[config.mk]
export PLATFORM = sky130hd
export DESIGN_NAME = kernel_zrle
export DESIGN_NICKNAME = d
export VERILOG_FILES = /design/src/rtl/kernel_zrle.sv
export SDC_FILE = /design/constraint.sdc
export NUM_CORES = 1
export LEC_CHECK = 0
export ABC_AREA = 1
export BUFFER_PORTS_ARGS = -buffer_cell sky130_fd_sc_hd__buf_2
export CAP_MARGIN = 30
export CORE_MARGIN = 2
export CORE_UTILIZATION = 41
export CTS_BUF_LIST = sky130_fd_sc_hd__clkbuf_8
export DETAILED_ROUTE_END_ITERATION = 12
export PLACE_DENSITY_LB_ADDON = 0.15
export SLEW_MARGIN = 10
export SYNTH_ARGS = -nofsm -noshare
export SYNTH_HDL_FRONTEND = slang
export SYNTH_SLANG_ARGS = --single-unit
[constraint.sdc]
create_clock -name clk -period 9 [get_ports clk]
set_input_delay 1.8 -clock clk [delete_from_list [all_inputs] [get_ports clk]]
set_output_delay 1.8 -clock clk [all_outputs]
set_load 0.01 [all_outputs]
[src/rtl/kernel_zrle.sv]
// kernel_zrle: zero-run-length encoder for fixed-size pixel frames.
// A zero run is emitted as a marker word 0 followed by the run length;
// non-zero pixels pass through unchanged. Runs saturate at MAX_RUN and are
// split, and any open run is flushed at the end of each frame.
// Optional frame terminator (two zero words after each frame) is enabled by
// defining the macro KERNEL_ZRLE_EOF_MARK_EN.
module kernel_zrle #(
    parameter int unsigned DATA_WIDTH  = 16,
    parameter int unsigned PIXEL_COUNT = 1600,
    parameter int unsigned RUN_WIDTH   = 16
) (
    input  logic                  clk,
    input  logic                  rst,
    input  logic [DATA_WIDTH-1:0] input_S1,
    input  logic                  avail_S1,
    output logic                  read_S1,
    output logic [DATA_WIDTH-1:0] output_S2,
    output logic                  write_S2,
    input  logic                  afull_S2
);

    localparam int unsigned PCNT_W = $clog2(PIXEL_COUNT + 1);
    localparam logic [RUN_WIDTH-1:0] MAX_RUN  = '1;
    localparam logic [PCNT_W-1:0]    LAST_PIX = PCNT_W'(PIXEL_COUNT);

    typedef enum logic [2:0] {
        S_READ,
        S_EVAL,
        S_EMIT_MARK,
        S_EMIT_COUNT,
        S_EMIT_LIT,
        S_FLUSH
`ifdef KERNEL_ZRLE_EOF_MARK_EN
        ,
        S_EOF_MARK0,
        S_EOF_MARK1
`endif
    } state_t;

    state_t                  state_q;
    logic [DATA_WIDTH-1:0]   pix_q;
    logic [RUN_WIDTH-1:0]    run_q;
    logic [PCNT_W-1:0]       pcnt_q;
    logic                    lit_after_q;   // after a run count: 1 -> literal, 0 -> new marker

    logic                    emit_c;
    logic [DATA_WIDTH-1:0]   word_c;
    state_t                  eop_state_c;
    state_t                  flush_next_c;

    // Where to go once the current pixel is fully handled.
    always_comb begin
        eop_state_c = (pcnt_q == LAST_PIX) ? S_FLUSH : S_READ;
`ifdef KERNEL_ZRLE_EOF_MARK_EN
        flush_next_c = S_EOF_MARK0;
`else
        flush_next_c = S_READ;
`endif
    end

    // Output word selection and write request for the emitting states.
    always_comb begin
        emit_c = 1'b0;
        word_c = '0;
        case (state_q)
            S_EMIT_MARK: begin
                emit_c = 1'b1;
            end
            S_EMIT_COUNT: begin
                emit_c = 1'b1;
                word_c = DATA_WIDTH'(run_q);
            end
            S_EMIT_LIT: begin
                emit_c = 1'b1;
                word_c = pix_q;
            end
            S_FLUSH: begin
                emit_c = (run_q != '0);
                word_c = DATA_WIDTH'(run_q);
            end
`ifdef KERNEL_ZRLE_EOF_MARK_EN
            S_EOF_MARK0, S_EOF_MARK1: begin
                emit_c = 1'b1;
            end
`endif
            default: begin
                emit_c = 1'b0;
            end
        endcase
    end

    // Handshakes decode straight from state so a stall takes effect in the same cycle.
    assign write_S2  = !rst && emit_c && !afull_S2;
    assign output_S2 = write_S2 ? word_c : '0;
    assign read_S1   = !rst && (state_q == S_READ) && avail_S1;

    // Encoder FSM with run and pixel bookkeeping; every emit holds while afull_S2 is high.
    always_ff @(posedge clk or posedge rst) begin
        if (rst) begin
            state_q     <= S_READ;
            pix_q       <= '0;
            run_q       <= '0;
            pcnt_q      <= '0;
            lit_after_q <= 1'b0;
        end else begin
            case (state_q)
                S_READ: begin
                    if (avail_S1) begin
                        pix_q   <= input_S1;
                        pcnt_q  <= pcnt_q + PCNT_W'(1);
                        state_q <= S_EVAL;
                    end
                end
                S_EVAL: begin
                    if (pix_q == '0) begin
                        if (run_q == '0) begin
                            state_q <= S_EMIT_MARK;
                        end else if (run_q != MAX_RUN) begin
                            run_q   <= run_q + RUN_WIDTH'(1);
                            state_q <= eop_state_c;
                        end else begin
                            lit_after_q <= 1'b0;
                            state_q     <= S_EMIT_COUNT;
                        end
                    end else begin
                        if (run_q == '0) begin
                            state_q <= S_EMIT_LIT;
                        end else begin
                            lit_after_q <= 1'b1;
                            state_q     <= S_EMIT_COUNT;
                        end
                    end
                end
                S_EMIT_MARK: begin
                    if (!afull_S2) begin
                        run_q   <= RUN_WIDTH'(1);
                        state_q <= eop_state_c;
                    end
                end
                S_EMIT_COUNT: begin
                    if (!afull_S2) begin
                        run_q   <= '0;
                        state_q <= lit_after_q ? S_EMIT_LIT : S_EMIT_MARK;
                    end
                end
                S_EMIT_LIT: begin
                    if (!afull_S2) begin
                        state_q <= eop_state_c;
                    end
                end
                S_FLUSH: begin
                    if ((run_q == '0) || !afull_S2) begin
                        run_q   <= '0;
                        pcnt_q  <= '0;
                        state_q <= flush_next_c;
                    end
                end
`ifdef KERNEL_ZRLE_EOF_MARK_EN
                S_EOF_MARK0: begin
                    if (!afull_S2) begin
                        state_q <= S_EOF_MARK1;
                    end
                end
                S_EOF_MARK1: begin
                    if (!afull_S2) begin
                        state_q <= S_READ;
                    end
                end
`endif
                default: begin
                    state_q <= S_READ;
                end
            endcase
        end
    end

endmodule

==> summary.md, run 1 <==
* **adder and majority gate portion of the synthesized area** 1.58%
* **CP cell instances** buf_2 -> inv_2 -> buf_4 -> nand3_1 -> nor2_1 -> buf_2
* **top fanout value on the critical path** 48
* **XOR/XNOR Fraction of Synth Area** 2.76%
* **pin count of the biggest net entering global routing** 49
* **max frequency** 185 MHz
* **global-route wire length before repair** 13.4 mm
* **total die area** 8450 um^2
* **PwrDens** 252 nW/um^2
* **H-tree levels** 2
* **Bufs on Longest Clock Path** 2
* **nets** 489
* **Routed WL** 8.02 mm
* **FILL cells** 802
* **Layout Cells excl Fill** 568
* **Critical Path Slowest Stage Cell** sky130_fd_sc_hd__nand3_1
* **Crit Path Category** in2out
* **peak ir drop on the vdd network** 0.000115 V
* **multi-input logic area** 1740 um^2
* **maximum clock skew at final layout** 0.0116 ns
* **Chip Height** 91.9 um
* **mean post-synth cell area** 7.32 um^2
* **synthesized netlist cell count** 433
* **Leak** 1.68 nW
* **area overhead of the layout relative to synthesis** 10.9%
* **area of the placeable core** 7610 um^2
* **Hold WC Path Type** reg2reg
* **TritonCTS clock tree** yes
* **initial core utilization** 41.7%
* **setup total negative slack** 0 ns
* **mux contribution to synthesized area** 5.68%
* **fraction of final layout cells sized beyond drive strength 1** 18.5%
* **register-to-register setup slack** 6.80 ns
* **final hold violation count** 0
* **TritonCTS buffer count** 5
* **horizontal die dimension** 91.9 um
* **required arrival time at the worst endpoint** 7.20 ns
* **Post-DP HPWL** 5.85 mm
* **area taken by flip-flops and latches** 1180 um^2
* **initial antenna violation count** 0
* **post-route fraction of the period consumed by the critical path** 60.1%
* **nature of the critical path endpoint** primary output
* **CTS Hold Buffers Added** 0
* **post-synthesis compound-gate area fraction** 8.76%
* **maximum single-stage delay on the critical path** 0.63 ns
* **IO Pins** 38
* **number of nets with antenna violations after detailed routing** 0
* **fraction of synthesized cell area taken by the top area cell type** 37.1%
* **post-layout min period** 5.41 ns
* **worst endpoint data arrival time** 3.61 ns
* **dominant cells by area after synthesis** sky130_fd_sc_hd__dfrtp_1 (37%), sky130_fd_sc_hd__nand2_1 (13%), sky130_fd_sc_hd__nor2_1 (8.3%)
* **Slew Limit Headroom** 52.9%
* **WL/cell** 14.1 um
* **routability congestion estimate** 0.887
* **Synth top cells by count** sky130_fd_sc_hd__nand2_1 (107), sky130_fd_sc_hd__nor2_1 (70), sky130_fd_sc_hd__dfrtp_1 (47)
* **Global Route Usage Sum** 19.9%
* **overflow left after global routing** 0
* **netlist area before placement** 3170 um^2
* **dominant cell by count in the synthesized netlist** sky130_fd_sc_hd__nand2_1
* **clock sink count** 47
* **number of global-route vias before repair** 2784
* **Max-Cap Viols** 0
* **Clk Latency, worst-skew pair** 0.31 ns
* **result of the run** finished clean
* **cell type contributing the most total cell area after synthesis** sky130_fd_sc_hd__dfrtp_1
* **number of diodes added for antenna fixing** 0
* **library cells used by synthesis** 33
* **detailed-routing iteration count for the pre-antenna-repair pass** 4
* **violation count after the first detailed-route iteration** 191
* **Synth warnings** 0
* **vias post-DR** 2877
* **dominant combinational cell family by area after synthesis** simple AND/OR/NAND/NOR gates
* **sequential element share of the synthesized area** 37.1%
* **Min Hold Slack** 0.542 ns
* **vias per cell** 5.07
* **total number of placement rows** 32
* **Synth Area in Simple Gates** 36.2%
* **asr flop ratio synth** 100%
* **unrepaired setup endpoints after global routing** false
* **Reg clk slew, reported paths** 0.09 ns
* **count of instances resized after the clock tree is built** 0
* **Post-CTS Repair Setup Buffers** 0
* **primary flip-flop cell chosen by synthesis mapping** sky130_fd_sc_hd__dfrtp_1
* **total count of max-transition violations in the final report** 0
* **number of input and output port buffers inserted** 37
* **count of final setup violators** 0
* **measured slew at the worst slew-check pin** 0.705 ns
* **utilization after layout** 46.2%
* **net count after synthesis** 457
* **residual DRC count** 0
* **cell chosen for the clock root** sky130_fd_sc_hd__clkbuf_8
* **placed insts** 560
* **most common cell type on the critical path** sky130_fd_sc_hd__buf_2
* **startpoint type of the worst setup path** input pin
* **flop and latch count out of synthesis** 47
* **count of flip-flops with a built-in enable after synthesis** 0
==> per-layer routing <==
metal	global-route usage [%]	up-vias	routed length, um
met5	0	-	0
met4	5.35	0	118
met3	2.71	9	187
met1	27.1	1357	3820
met2	33.2	37	3900
li1	-	1474	-
==> metrics by stage <==
| step | area (um^2) | worst slack (ns) | total power, mW |
|---|---|---|---|
| global route | 3520 | 3.33 | 0.964 |
| finish | 3520 | 3.59 | 0.885 |
| detailed placement | 3410 | 3.54 | 0.743 |
| floorplan | 3170 | 3.57 | 0.652 |
| CTS | 3520 | 3.52 | 0.891 |
| global placement | 3400 | 3.58 | 0.731 |
==> cell type report <==
cell class	instances	share of cell area, %
clock buffer	7	2.74
clock inverter	1	0.214
inverter	42	4.48
multi-input combinational	330	49.6
sequential	47	33.5
tap	102	3.63
timing repair buffer	39	5.91
==> cell families (layout without fill, tap and decap cells) <==
kind of cell	Yosys count	after routing
DFF	47	47
adders and majority gates	4	4
AOI/OAI and AO/OA	42	42
buffers and inverters	56	89
and+or+nand+nor	258	258
xor gates and xnor gates	10	10
muxes	16	16
==> report_power, final <==
| group | switching (mW) | internal [mW] | leakage [nW] |
|---|---|---|---|
| registers | 0.0674 | 0.280 | 0.600 |
| clock network | 0.0786 | 0.0701 | 0.0505 |
| logic | 0.249 | 0.140 | 1.03 |
| total | 0.395 | 0.490 | 1.68 |
==> path summary, 6_finish.rpt <==
check                      startpoint            end  depth (start not counted)
max reg2reg                  run_q[0]      run_q[12]                          9
max                               rst  output_S2[10]                          6
min reg2reg                 pix_q[13]      pix_q[13]                          1
max in group asynchronous         rst      pix_q[11]                          3
min                         pix_q[13]      pix_q[13]                          1
min in group asynchronous         rst      pcnt_q[6]                          3
==> worst max-delay path, delay by kind of cell <==
family,cells,cell delay (ns)
buffers and inverters,4,0.82
and+or+nand+nor,2,0.97
==> layout by cell type (no fill, tap or decap) <==
master	n
sky130_fd_sc_hd__buf_2	37
sky130_fd_sc_hd__or2_2	1
sky130_fd_sc_hd__nor2_2	7
sky130_fd_sc_hd__clkbuf_8	7
sky130_fd_sc_hd__a22oi_1	17
sky130_fd_sc_hd__nor2_1	70
sky130_fd_sc_hd__mux2_2	16
sky130_fd_sc_hd__inv_2	3
sky130_fd_sc_hd__a21oi_1	5
sky130_fd_sc_hd__nor3b_1	3
sky130_fd_sc_hd__nand2_4	3
sky130_fd_sc_hd__nand2_2	4
sky130_fd_sc_hd__nor2_4	2
sky130_fd_sc_hd__nand3_1	41
sky130_fd_sc_hd__dfrtp_1	47
sky130_fd_sc_hd__a22oi_4	1
sky130_fd_sc_hd__clkinvlp_4	1
sky130_fd_sc_hd__o21ai_0	16
sky130_fd_sc_hd__buf_4	1
sky130_fd_sc_hd__nand3_2	1
sky130_fd_sc_hd__ha_1	4
sky130_fd_sc_hd__o31ai_1	1
sky130_fd_sc_hd__inv_1	38
sky130_fd_sc_hd__xor2_1	8
sky130_fd_sc_hd__clkinv_1	1
sky130_fd_sc_hd__nand2_1	107
sky130_fd_sc_hd__nand3b_2	1
sky130_fd_sc_hd__nand4_1	10
sky130_fd_sc_hd__xnor2_1	2
sky130_fd_sc_hd__buf_8	1
sky130_fd_sc_hd__nor3_1	8
sky130_fd_sc_hd__a211oi_1	1
sky130_fd_sc_hd__o41ai_1	1
==> sequential cells by signal, indices dropped and copies added (netlist names) <==
| signal | cells |
|---|---|
| pix_q | 16 |
| run_q | 16 |
| pcnt_q | 11 |
| state_q | 3 |
| lit_after_q | 1 |
No activity file was read; power rests on OpenSTA's default activity.
==> run 2, diff against run 1 <==
==> constraint.sdc (replaced) <==
create_clock -name clk -period 5.6 [get_ports clk]
set_input_delay 1.12 -clock clk [delete_from_list [all_inputs] [get_ports clk]]
set_output_delay 1.12 -clock clk [all_outputs]
set_load 0.01 [all_outputs]
==> run 2 against run 1 <==
Via count grew 1.7%. Sequential power grew 61%. Flip-flop and latch count is the same. Combinational power grew 60%. Critical endpoint unchanged. Highest routed layer unchanged.
==> summary.md, run 2 (synthesized netlist as in run 1, its figures left out) <==
* **result of the run** finished clean
* **largest registers** pix_q (16), run_q (16), pcnt_q (11)
* **number of nets with antenna violations after detailed routing** 0, unchanged
* **R2R depth** 9, unchanged
* **area overhead of the layout relative to synthesis** 11.2%
* **hold wc startpoint** pix_q[9]
* **clock group share of total power** 17.7%, +0.9 points
* **post-route fraction of the period consumed by the critical path** 63.9%
* **top fanout value on the critical path** 17, -65%
* **FILL cells** 795, -0.87%
* **Leak** 1.69 nW, +0.45%
* **setup total negative slack** 0 ns, unchanged
* **number of diodes added for antenna fixing** 0, unchanged
* **Routed WL** 7.89 mm, -1.6%
* **IO Pins** 38, unchanged
* **Critical R2R Launch** run_q[0]
* **count of instances resized after the clock tree is built** 0, unchanged
* **H-tree levels** 2, unchanged
* **sequential power share** 39.0%, -0.3 points
* **fraction of final layout cells sized beyond drive strength 1** 18.5%, unchanged
* **horizontal die dimension** 91.9 um, unchanged
* **routability congestion estimate** 0.876, -1.2%
* **Slew Limit Headroom** 50.4%, -2.5 points
* **number of global-route vias before repair** 2844, +2.2%
* **worst setup path startpoint** run_q[0]
* **most used cells in the layout excluding fill and tap cells** sky130_fd_sc_hd__nand2_1 (107), sky130_fd_sc_hd__nor2_1 (70), sky130_fd_sc_hd__dfrtp_1 (47), sky130_fd_sc_hd__nand3_1 (41), sky130_fd_sc_hd__inv_1 (38)
* **count of final setup violators** 0, unchanged
* **initial core utilization** 41.7%, unchanged
* **net switching power figure** 627 uW, +59%
* **worst reg2reg path endpoint** run_q[15]
* **max frequency** 279 MHz
* **cell depth of the worst min-delay path** 1, unchanged
* **pin count of the biggest net entering global routing** 48, -2.0%
* **total die area** 8450 um^2, unchanged
* **multi-input logic area** 1740 um^2, unchanged
* **Reg clk slew, reported paths** 0.09 ns, about the same
* **global-route wire length before repair** 13.7 mm, +2.3%
* **Comb power frac** 43.2%, -0.7 points
* **residual DRC count** 0, unchanged
* **internal power consumption** 808 uW, +65%
* **most common cell after layout, fill and taps aside** sky130_fd_sc_hd__nand2_1
* **PwrDens** 407 nW/um^2, +62%
* **clock sink count** 47, unchanged
* **Clk Latency, worst-skew pair** 0.31 ns, about the same
* **startpoint type of the worst setup path** flip-flop
* **placed insts** 560, unchanged
* **area of the placeable core** 7610 um^2, unchanged
* **unrepaired setup endpoints after global routing** false
* **worst endpoint data arrival time** 2.46 ns, -1.15 ns
* **total count of max-transition violations in the final report** 0, unchanged
* **area taken by flip-flops and latches** 1180 um^2, unchanged
* **Layout Cells excl Fill** 568, unchanged
* **Crit Path Category** reg2out
* **CTS Hold Buffers Added** 0, unchanged
* **Max-Cap Viols** 0, unchanged
* **Post-CTS Repair Setup Buffers** 0, unchanged
* **area post-placement** 3410 um^2, unchanged
* **post-layout min period** 3.58 ns
* **endpoint of the worst hold path** pix_q[9]
* **nets** 489, unchanged
* **total power** 1.44 mW, +62%
* **required arrival time at the worst endpoint** 4.48 ns, -2.72 ns
* **Global Route Usage Sum** 20.2%, +0.29 points
* **Final Cell Area** 3520 um^2, +0.25%
* **peak ir drop on the vdd network** 0.000142 V, +23%
* **final hold violation count** 0, unchanged
* **vias per cell** 5.15, +1.7%
* **overflow left after global routing** 0, unchanged
* **detailed-routing iteration count for the pre-antenna-repair pass** 5, +1
* **Chip Height** 91.9 um, unchanged
* **TritonCTS clock tree** yes
* **register-to-register setup slack** 3.42 ns, -3.38 ns
* **WL/cell** 13.9 um, -1.6%
* **TritonCTS buffer count** 5, unchanged
* **Bufs on Longest Clock Path** 2, unchanged
* **vias post-DR** 2926, +1.7%
* **initial antenna violation count** 0, unchanged
* **Post-DP HPWL** 5.88 mm, +0.55%
* **switching power share of the total** 43.7%, -0.93 points
* **total number of placement rows** 32, unchanged
* **maximum clock skew at final layout** 0.0159 ns, +0.00430 ns
* **number of input and output port buffers inserted** 37, unchanged
* **nature of the critical path endpoint** primary output
* **cell chosen for the clock root** sky130_fd_sc_hd__clkbuf_8
* **violation count after the first detailed-route iteration** 194, +1.6%
* **Hold WC Path Type** reg2reg
* **measured slew at the worst slew-check pin** 0.742 ns, +0.0375 ns
run 2: worst max-delay path by stage:
stage / end / slack (ns) / cells after the start
global placement: read_S1 / 2.10 / 4
detailed placement: output_S2[10] / 2.14 / 5
global route: output_S2[10] / 1.77 / 10
floorplan: output_S2[10] / 1.53 / 4
CTS: output_S2[10] / 1.99 / 10
finish: output_S2[10] / 2.02 / 10
run 2: final cells by class:
class                      count  share of cell area [%]
inverter                      42                    4.47
timing repair buffer          39                    5.89
multi-input combinational    330                    49.4
sequential                    47                    33.4
clock inverter                 3                    1.24
clock buffer                   5                    1.95
tap                          102                    3.62
run 2: metal layers:
layer / vias to the layer above / share of wire [%] / GRT usage, %
met5: - / 0 / 0
met4: 0 / 1.6 / 5.60
met3: 10 / 3.2 / 2.88
met2: 43 / 49 / 34.0
met1: 1395 / 46 / 27.1
li1: 1478 / - / -
run 2: metrics by stage:
step / worst slack, ns / hold slack [ns] / utilization (%)
final: 2.02 / 0.547 / 46.3
after global routing: 1.77 / 0.572 / 46.3
after CTS: 1.99 / 0.545 / 46.3
after detailed placement: 2.14 / 0.524 / 44.9
after global placement: 2.10 / 0.520 / 44.7
after floorplan: 1.53 / 0.493 / -
run 2: critical path: stages (launching register included):
cell	delay (ns)
sky130_fd_sc_hd__dfrtp_1	0.48
sky130_fd_sc_hd__inv_1	0.07
sky130_fd_sc_hd__ha_1	0.21
sky130_fd_sc_hd__nand3_1	0.08
sky130_fd_sc_hd__nor2_1	0.05
sky130_fd_sc_hd__nand2_1	0.13
sky130_fd_sc_hd__nand2_1	0.07
sky130_fd_sc_hd__nand3_1	0.08
sky130_fd_sc_hd__nand3_1	0.51
sky130_fd_sc_hd__nor2_1	0.30
sky130_fd_sc_hd__buf_2	0.17
run 2: power by group through the flow:
stage	logic, mW	clock network, mW	registers, mW
finish	0.621	0.254	0.560
global route	0.708	0.277	0.580
CTS	0.628	0.262	0.558
detailed placement	0.626	0	0.565
global placement	0.612	0	0.562
floorplan	0.517	0	0.530
